**config.mk**
```make
export PLATFORM = sky130hd
export DESIGN_NAME = wolfram_ca_sequencer
export DESIGN_NICKNAME = d
export VERILOG_FILES = /design/src/rtl/wolfram_ca_pkg.sv /design/src/rtl/wolfram_rule_cell.sv /design/src/rtl/wolfram_ca_sequencer.sv
export SDC_FILE = /design/constraint.sdc
export NUM_CORES = 1
export LEC_CHECK = 0
export CAP_MARGIN = 10
export CORE_MARGIN = 2
export CORE_UTILIZATION = 49
export CTS_BUF_LIST = sky130_fd_sc_hd__clkbuf_4
export DETAILED_ROUTE_END_ITERATION = 12
export MAX_ROUTING_LAYER = met4
export PLACE_DENSITY_LB_ADDON = 0.12
export SLEW_MARGIN = 20
export SYNTH_ARGS = -nofsm -noshare
export SYNTH_HDL_FRONTEND = slang
export SYNTH_SLANG_ARGS = --single-unit
```
**constraint.sdc**
```tcl
create_clock -name i_clk -period 2.9 [get_ports i_clk]
set_input_delay 0.725 -clock i_clk [delete_from_list [all_inputs] [get_ports i_clk]]
set_output_delay 0.725 -clock i_clk [all_outputs]
set_load 0.01 [all_outputs]
```
**src/rtl/wolfram_ca_pkg.sv**
```systemverilog
// Shared types and constants for the elementary-CA sequencer.
package wolfram_ca_pkg;

  // Sequencer FSM states.
  typedef enum logic [1:0] {
    StIdle   = 2'd0,
    StEval   = 2'd1,
    StCommit = 2'd2,
    StOutput = 2'd3
  } ca_state_e;

  // Edge-neighbour handling: wrap around or read out-of-range cells as 0.
  localparam int unsigned BOUNDARY_WRAP = 0;
  localparam int unsigned BOUNDARY_NULL = 1;

  // Default rule truth table.
  localparam logic [7:0] RULE_DEFAULT = 8'h99;

endpackage

```
**src/rtl/wolfram_rule_cell.sv**
```systemverilog
// Combinational elementary-CA rule lookup: out = RULE[{in1,in2,in3}].
module wolfram_rule_cell
  import wolfram_ca_pkg::*;
#(
  parameter logic [7:0] RULE = RULE_DEFAULT
) (
  input  logic i_in1,
  input  logic i_in2,
  input  logic i_in3,
  output logic o_out
);

  logic [2:0] w_sel;

  // Truth-table lookup indexed by the three neighbour bits.
  always_comb begin
    w_sel = {i_in1, i_in2, i_in3};
    o_out = RULE[w_sel];
  end

endmodule

```
**src/rtl/wolfram_ca_sequencer.sv**
```systemverilog
// Time-multiplexed elementary-CA sequencer: evaluates one cell per cycle through a
// single shared rule LUT, commits whole generations and streams out the final state.
module wolfram_ca_sequencer
  import wolfram_ca_pkg::*;
#(
  parameter int unsigned WIDTH    = 16,
  parameter logic [7:0]  RULE     = RULE_DEFAULT,
  parameter int unsigned GEN_W    = 8,
  parameter int unsigned BOUNDARY = BOUNDARY_WRAP
) (
  input  logic             i_clk,
  input  logic             i_rst,
  input  logic             i_load_valid,
  output logic             o_load_ready,
  input  logic [WIDTH-1:0] i_load_data,
  input  logic             i_start,
  input  logic [GEN_W-1:0] i_num_gens,
  input  logic             i_abort,
  output logic             o_busy,
  output logic [GEN_W-1:0] o_gen_count,
  output logic             o_out_valid,
  input  logic             i_out_ready,
  output logic [WIDTH-1:0] o_out_data
);

  localparam int unsigned      IDX_W    = (WIDTH > 1) ? $clog2(WIDTH) : 1;
  localparam logic [IDX_W-1:0] IDX_LAST = IDX_W'(WIDTH - 1);
  localparam logic [GEN_W-1:0] GEN_ONE  = GEN_W'(1);

  ca_state_e        r_fsm,       w_fsm_nxt;
  logic [WIDTH-1:0] r_state,     w_state_nxt;
  logic [WIDTH-1:0] r_shadow,    w_shadow_nxt;
  logic [IDX_W-1:0] r_idx,       w_idx_nxt;
  logic [GEN_W-1:0] r_gen_count, w_gen_nxt;
  logic [GEN_W-1:0] r_num_gens,  w_num_nxt;

  logic [IDX_W-1:0] w_idx_up;
  logic [IDX_W-1:0] w_idx_dn;
  logic             w_in1;
  logic             w_in2;
  logic             w_in3;
  logic             w_rule_out;
  logic [GEN_W-1:0] w_gen_inc;

  // Neighbour mux: left/right cells of the current index, from the committed state.
  always_comb begin
    w_idx_up = (r_idx == IDX_LAST) ? '0 : r_idx + IDX_W'(1);
    w_idx_dn = (r_idx == '0) ? IDX_LAST : r_idx - IDX_W'(1);
    w_in2    = r_state[r_idx];
    if (BOUNDARY == BOUNDARY_NULL && r_idx == IDX_LAST) begin
      w_in1 = 1'b0;
    end else begin
      w_in1 = r_state[w_idx_up];
    end
    if (BOUNDARY == BOUNDARY_NULL && r_idx == '0) begin
      w_in3 = 1'b0;
    end else begin
      w_in3 = r_state[w_idx_dn];
    end
  end

  wolfram_rule_cell #(
    .RULE (RULE)
  ) u_rule_cell (
    .i_in1 (w_in1),
    .i_in2 (w_in2),
    .i_in3 (w_in3),
    .o_out (w_rule_out)
  );

  // Next-state and datapath update for the sequencer FSM.
  always_comb begin
    w_fsm_nxt    = r_fsm;
    w_state_nxt  = r_state;
    w_shadow_nxt = r_shadow;
    w_idx_nxt    = r_idx;
    w_gen_nxt    = r_gen_count;
    w_num_nxt    = r_num_gens;
    w_gen_inc    = r_gen_count + GEN_ONE;
    unique case (r_fsm)
      StIdle: begin
        // A load in the same cycle as start takes priority and suppresses the run.
        if (i_load_valid) begin
          w_state_nxt = i_load_data;
        end else if (i_start) begin
          w_num_nxt = i_num_gens;
          w_gen_nxt = '0;
          w_idx_nxt = '0;
          w_fsm_nxt = (i_num_gens != '0) ? StEval : StOutput;
        end
      end
      StEval: begin
        if (i_abort) begin
          w_idx_nxt = '0;
          w_fsm_nxt = StIdle;
        end else begin
          w_shadow_nxt[r_idx] = w_rule_out;
          if (r_idx == IDX_LAST) begin
            w_idx_nxt = '0;
            w_fsm_nxt = StCommit;
          end else begin
            w_idx_nxt = r_idx + IDX_W'(1);
          end
        end
      end
      StCommit: begin
        w_idx_nxt = '0;
        if (i_abort) begin
          w_fsm_nxt = StIdle;
        end else begin
          w_state_nxt = r_shadow;
          w_gen_nxt   = w_gen_inc;
          w_fsm_nxt   = (w_gen_inc == r_num_gens) ? StOutput : StEval;
        end
      end
      StOutput: begin
        if (i_out_ready) begin
          w_fsm_nxt = StIdle;
        end
      end
      default: begin
        w_fsm_nxt = StIdle;
      end
    endcase
  end

  // State, shadow and counter registers.
  always_ff @(posedge i_clk or posedge i_rst) begin
    if (i_rst) begin
      r_fsm       <= StIdle;
      r_state     <= '0;
      r_shadow    <= '0;
      r_idx       <= '0;
      r_gen_count <= '0;
      r_num_gens  <= '0;
    end else begin
      r_fsm       <= w_fsm_nxt;
      r_state     <= w_state_nxt;
      r_shadow    <= w_shadow_nxt;
      r_idx       <= w_idx_nxt;
      r_gen_count <= w_gen_nxt;
      r_num_gens  <= w_num_nxt;
    end
  end

  // Status and output decode.
  always_comb begin
    o_load_ready = (r_fsm == StIdle);
    o_busy       = (r_fsm != StIdle);
    o_out_valid  = (r_fsm == StOutput);
    o_out_data   = r_state;
    o_gen_count  = r_gen_count;
  end

endmodule
```
==> flow_summary.json <==
{
  "clockBufferDepth": 2,
  "clock_sinks": 54,
  "clk_latency_ns": 0.38,
  "synth_top_flop_cell": "dfrtp_1",
  "synth-xor-area-share_pct": 2.84,
  "portBuffers": 56,
  "fin_ws_ns": 0.267,
  "p_leak_nw": 1.57,
  "ys_top_cells_by_count": "dfrtp_1, nor2_1, nand2_1",
  "rsz0062_at_grt": "no",
  "synthMuxAreaShare_pct": 14.1,
  "startpoint_type": "flop",
  "drive_gt1_share_pct": 10.9,
  "num_io_pins": 57,
  "num-fill-cells": 512,
  "drv_slew": 0,
  "initial_core_util_pct": 51.4,
  "slew_headroom_pct": 64.5,
  "ys_seq_area_share_pct": 43.9,
  "synth_area_leaders": "dfrtp_1, mux2i_1, a21oi_1, o21ai_0, nor2_1",
  "drc": 0,
  "vias": 2652,
  "synthCells": 323,
  "synth_top_family_by_area": "simple AND/OR/NAND/NOR gates",
  "outcome": "finished, final reports clean",
  "worstMarginPinSlew_ns": 0.532,
  "power.total_mw": 3.61,
  "placed_area_mm2": 0.00377,
  "clk_pin_slew_worst_paths_ns": 0.16,
  "end_kind": "flop",
  "grt_pass1_vias": 2613,
  "yosys.area.top_type": "dfrtp_1",
  "first_pass_iters": 4,
  "gp_congestion": 0.860,
  "ys_async_sr_fraction_pct": 100,
  "antenna_cells": 0,
  "post-place-ws_ns": 0.236,
  "max_freq_ghz": 0.380,
  "cts.htree.levels": 2,
  "timing.hold.ws_ns": 0.503,
  "syn_nets": 359,
  "critical_path_arrival_ns": 2.89,
  "synth_cell_types": 46,
  "nets": 419,
  "numCtsBuffers": 5,
  "gr-total-overflow": 0,
  "finalCritPeriodShare_pct": 90.8,
  "finClkSkew_ns": 0.00768,
  "ys_seq_elements": 54,
  "cts_tree": "done",
  "finalHoldViolCount": 0,
  "die_area_mm2": 0.00694,
  "synthAdderAreaFrac_pct": 2.44,
  "crit_type": "flop to flop",
  "path_cells": "inv_1 -> ha_1 -> and2_1 -> a21oi_2 -> mux4_2 -> a2111oi_2 -> xor2_1 -> buf_4 -> a31oi_1",
  "synth_edf_count": 0,
  "power.density_mw_per_mm2": 936,
  "ir_drop_mv": 0.466,
  "grt.total_usage_pct": 23.7,
  "antenna_left": 0,
  "setup_viol_count_final": 0,
  "wirelength_um": 7700,
  "wl_per_cell_um": 16.8,
  "core_area_mm2": 0.00599,
  "yosys_warnings": 0,
  "critical_path_required_ns": 3.16,
  "hold_path.class": "flop to flop",
  "viasPerCell": 5.78,
  "design_area_mm2": 0.00385,
  "grt_max_degree": 33,
  "critPathMaxStageDelay_ns": 0.55,
  "die_w_um": 83.3,
  "grt_antenna_before_repair": 0,
  "grt_pass1_wl_um": 13000,
  "netlist_area_mm2": 0.00308,
  "setup_tns_ns": 0,
  "cp_max_fo": 13,
  "synth_compound_area_share_pct": 16.5,
  "num_rows": 28,
  "die_h_um": 83.3,
  "cpMaxStageDelayCell": "mux4_2",
  "detailed_place_hpwl_um": 5650,
  "drt_iter0_drc": 128,
  "min_period_ns": 2.63,
  "cts_hold_buf": 0,
  "yosys.area_share.simple_pct": 16.9,
  "cts-root-buf": "clkbuf_4",
  "yosysMostFrequentCell": "dfrtp_1",
  "maxCapViolCount": 0,
  "yosysTopAreaCellShare_pct": 43.9,
  "syn_area_per_cell_um2": 9.54,
  "areaGrowthSynthToFinish_pct": 25.0
}
state kept, by name (all words and copies together), names as in the netlist:
register,count
o_gen_count,8
o_out_data,16
r_fsm,2
r_idx,4
r_num_gens,8
r_shadow,16
stage by stage:
step	instances	utilization, %
finish	459	64.3
detailed placement	451	62.9
CTS	459	64.2
global route	459	64.3
global placement	451	62.9
floorplan	323	-
area by class of cell:
class	instances	area [um2]	area share, %
sequential	54	1350	35.1
tap	75	93.8	2.44
clock buffer	5	37.5	0.975
clock inverter	3	43.8	1.14
timing repair buffer	69	658	17.1
multi-input combinational	245	1640	42.5
inverter	8	30.0	0.780
cells by family after synthesis:
kind of cell / count (synthesis)
muxes: 36
buffers and inverters: 24
DFF: 54
adders and majority gates: 6
AOI/OAI and AO/OA: 83
and+or+nand+nor: 110
xor gates and xnor gates: 10
worst max-delay path, delay by kind of cell (launching register included):
family	cells	cell delay (ns)
AND/OR/NAND/NOR	1	0.20
adder cells (fa/ha/maj)	1	0.24
flip-flops	1	0.38
XOR/XNOR	1	0.19
buffers and inverters	2	0.30
multiplexers	1	0.55
AO/OA/AOI/OAI	3	0.65
layer usage:
layer / share of wire (%) / GRT usage, % / up-vias
met2: 45 / 34.5 / 91
met4: 0.42 / 5.81 / 0
met3: 6.7 / 3.48 / 2
met5: 0 / - / -
li1: - / - / 1279
met1: 48 / 34.9 / 1280
cells in the final DEF (no fill, tap or decap), types with 2 or more instances in the layout:
cell / count
and3_1: 4
a211oi_1: 3
o21a_1: 2
a221oi_1: 2
and2_1: 4
nor2_1: 30
a21oi_1: 24
mux2i_1: 21
o211ai_1: 2
nor3b_1: 5
inv_1: 7
nor2b_1: 5
nand2b_1: 5
o21ai_1: 3
ha_1: 6
mux2_2: 10
nand3_1: 15
mux4_2: 5
xnor2_1: 4
clkbuf_4: 5
clkdlybuf4s50_1: 56
xor2_1: 6
nand2_1: 30
a22o_1: 4
a31oi_1: 5
dfrtp_1: 54
o21ai_0: 25
nor3_1: 5
buf_4: 13
worst paths after layout:
path                                     startpoint                        to  slack, ns  depth (start not counted)
max                            r_idx[0]$_DFFE_PP0P_   r_shadow[3]$_DFFE_PP0P_       0.27                          9
max in group asynchronous                     i_rst      r_idx[0]$_DFFE_PP0P_       1.61                          3
min                        r_shadow[13]$_DFFE_PP0P_  r_shadow[13]$_DFFE_PP0P_       0.50                          2
min reg2reg                r_shadow[13]$_DFFE_PP0P_  r_shadow[13]$_DFFE_PP0P_       0.50                          2
max reg2reg                    r_idx[0]$_DFFE_PP0P_   r_shadow[3]$_DFFE_PP0P_       0.27                          9
min in group asynchronous                     i_rst  r_shadow[10]$_DFFE_PP0P_       0.68                          2
power breakdown:
group | switching [mW] | internal, mW
combinational | 0.993 | 0.937
sequential | 0.257 | 0.983
clock | 0.251 | 0.184
total | 1.50 | 2.10
what timing repair did:
item | CTS | global route
endpoints found under the setup margin | 0 | 8
hold endpoints to repair | 0 | 0
buffers inserted | 0 | 0
resized for setup | 0 | 1
No activity file was read; power rests on OpenSTA's default activity.
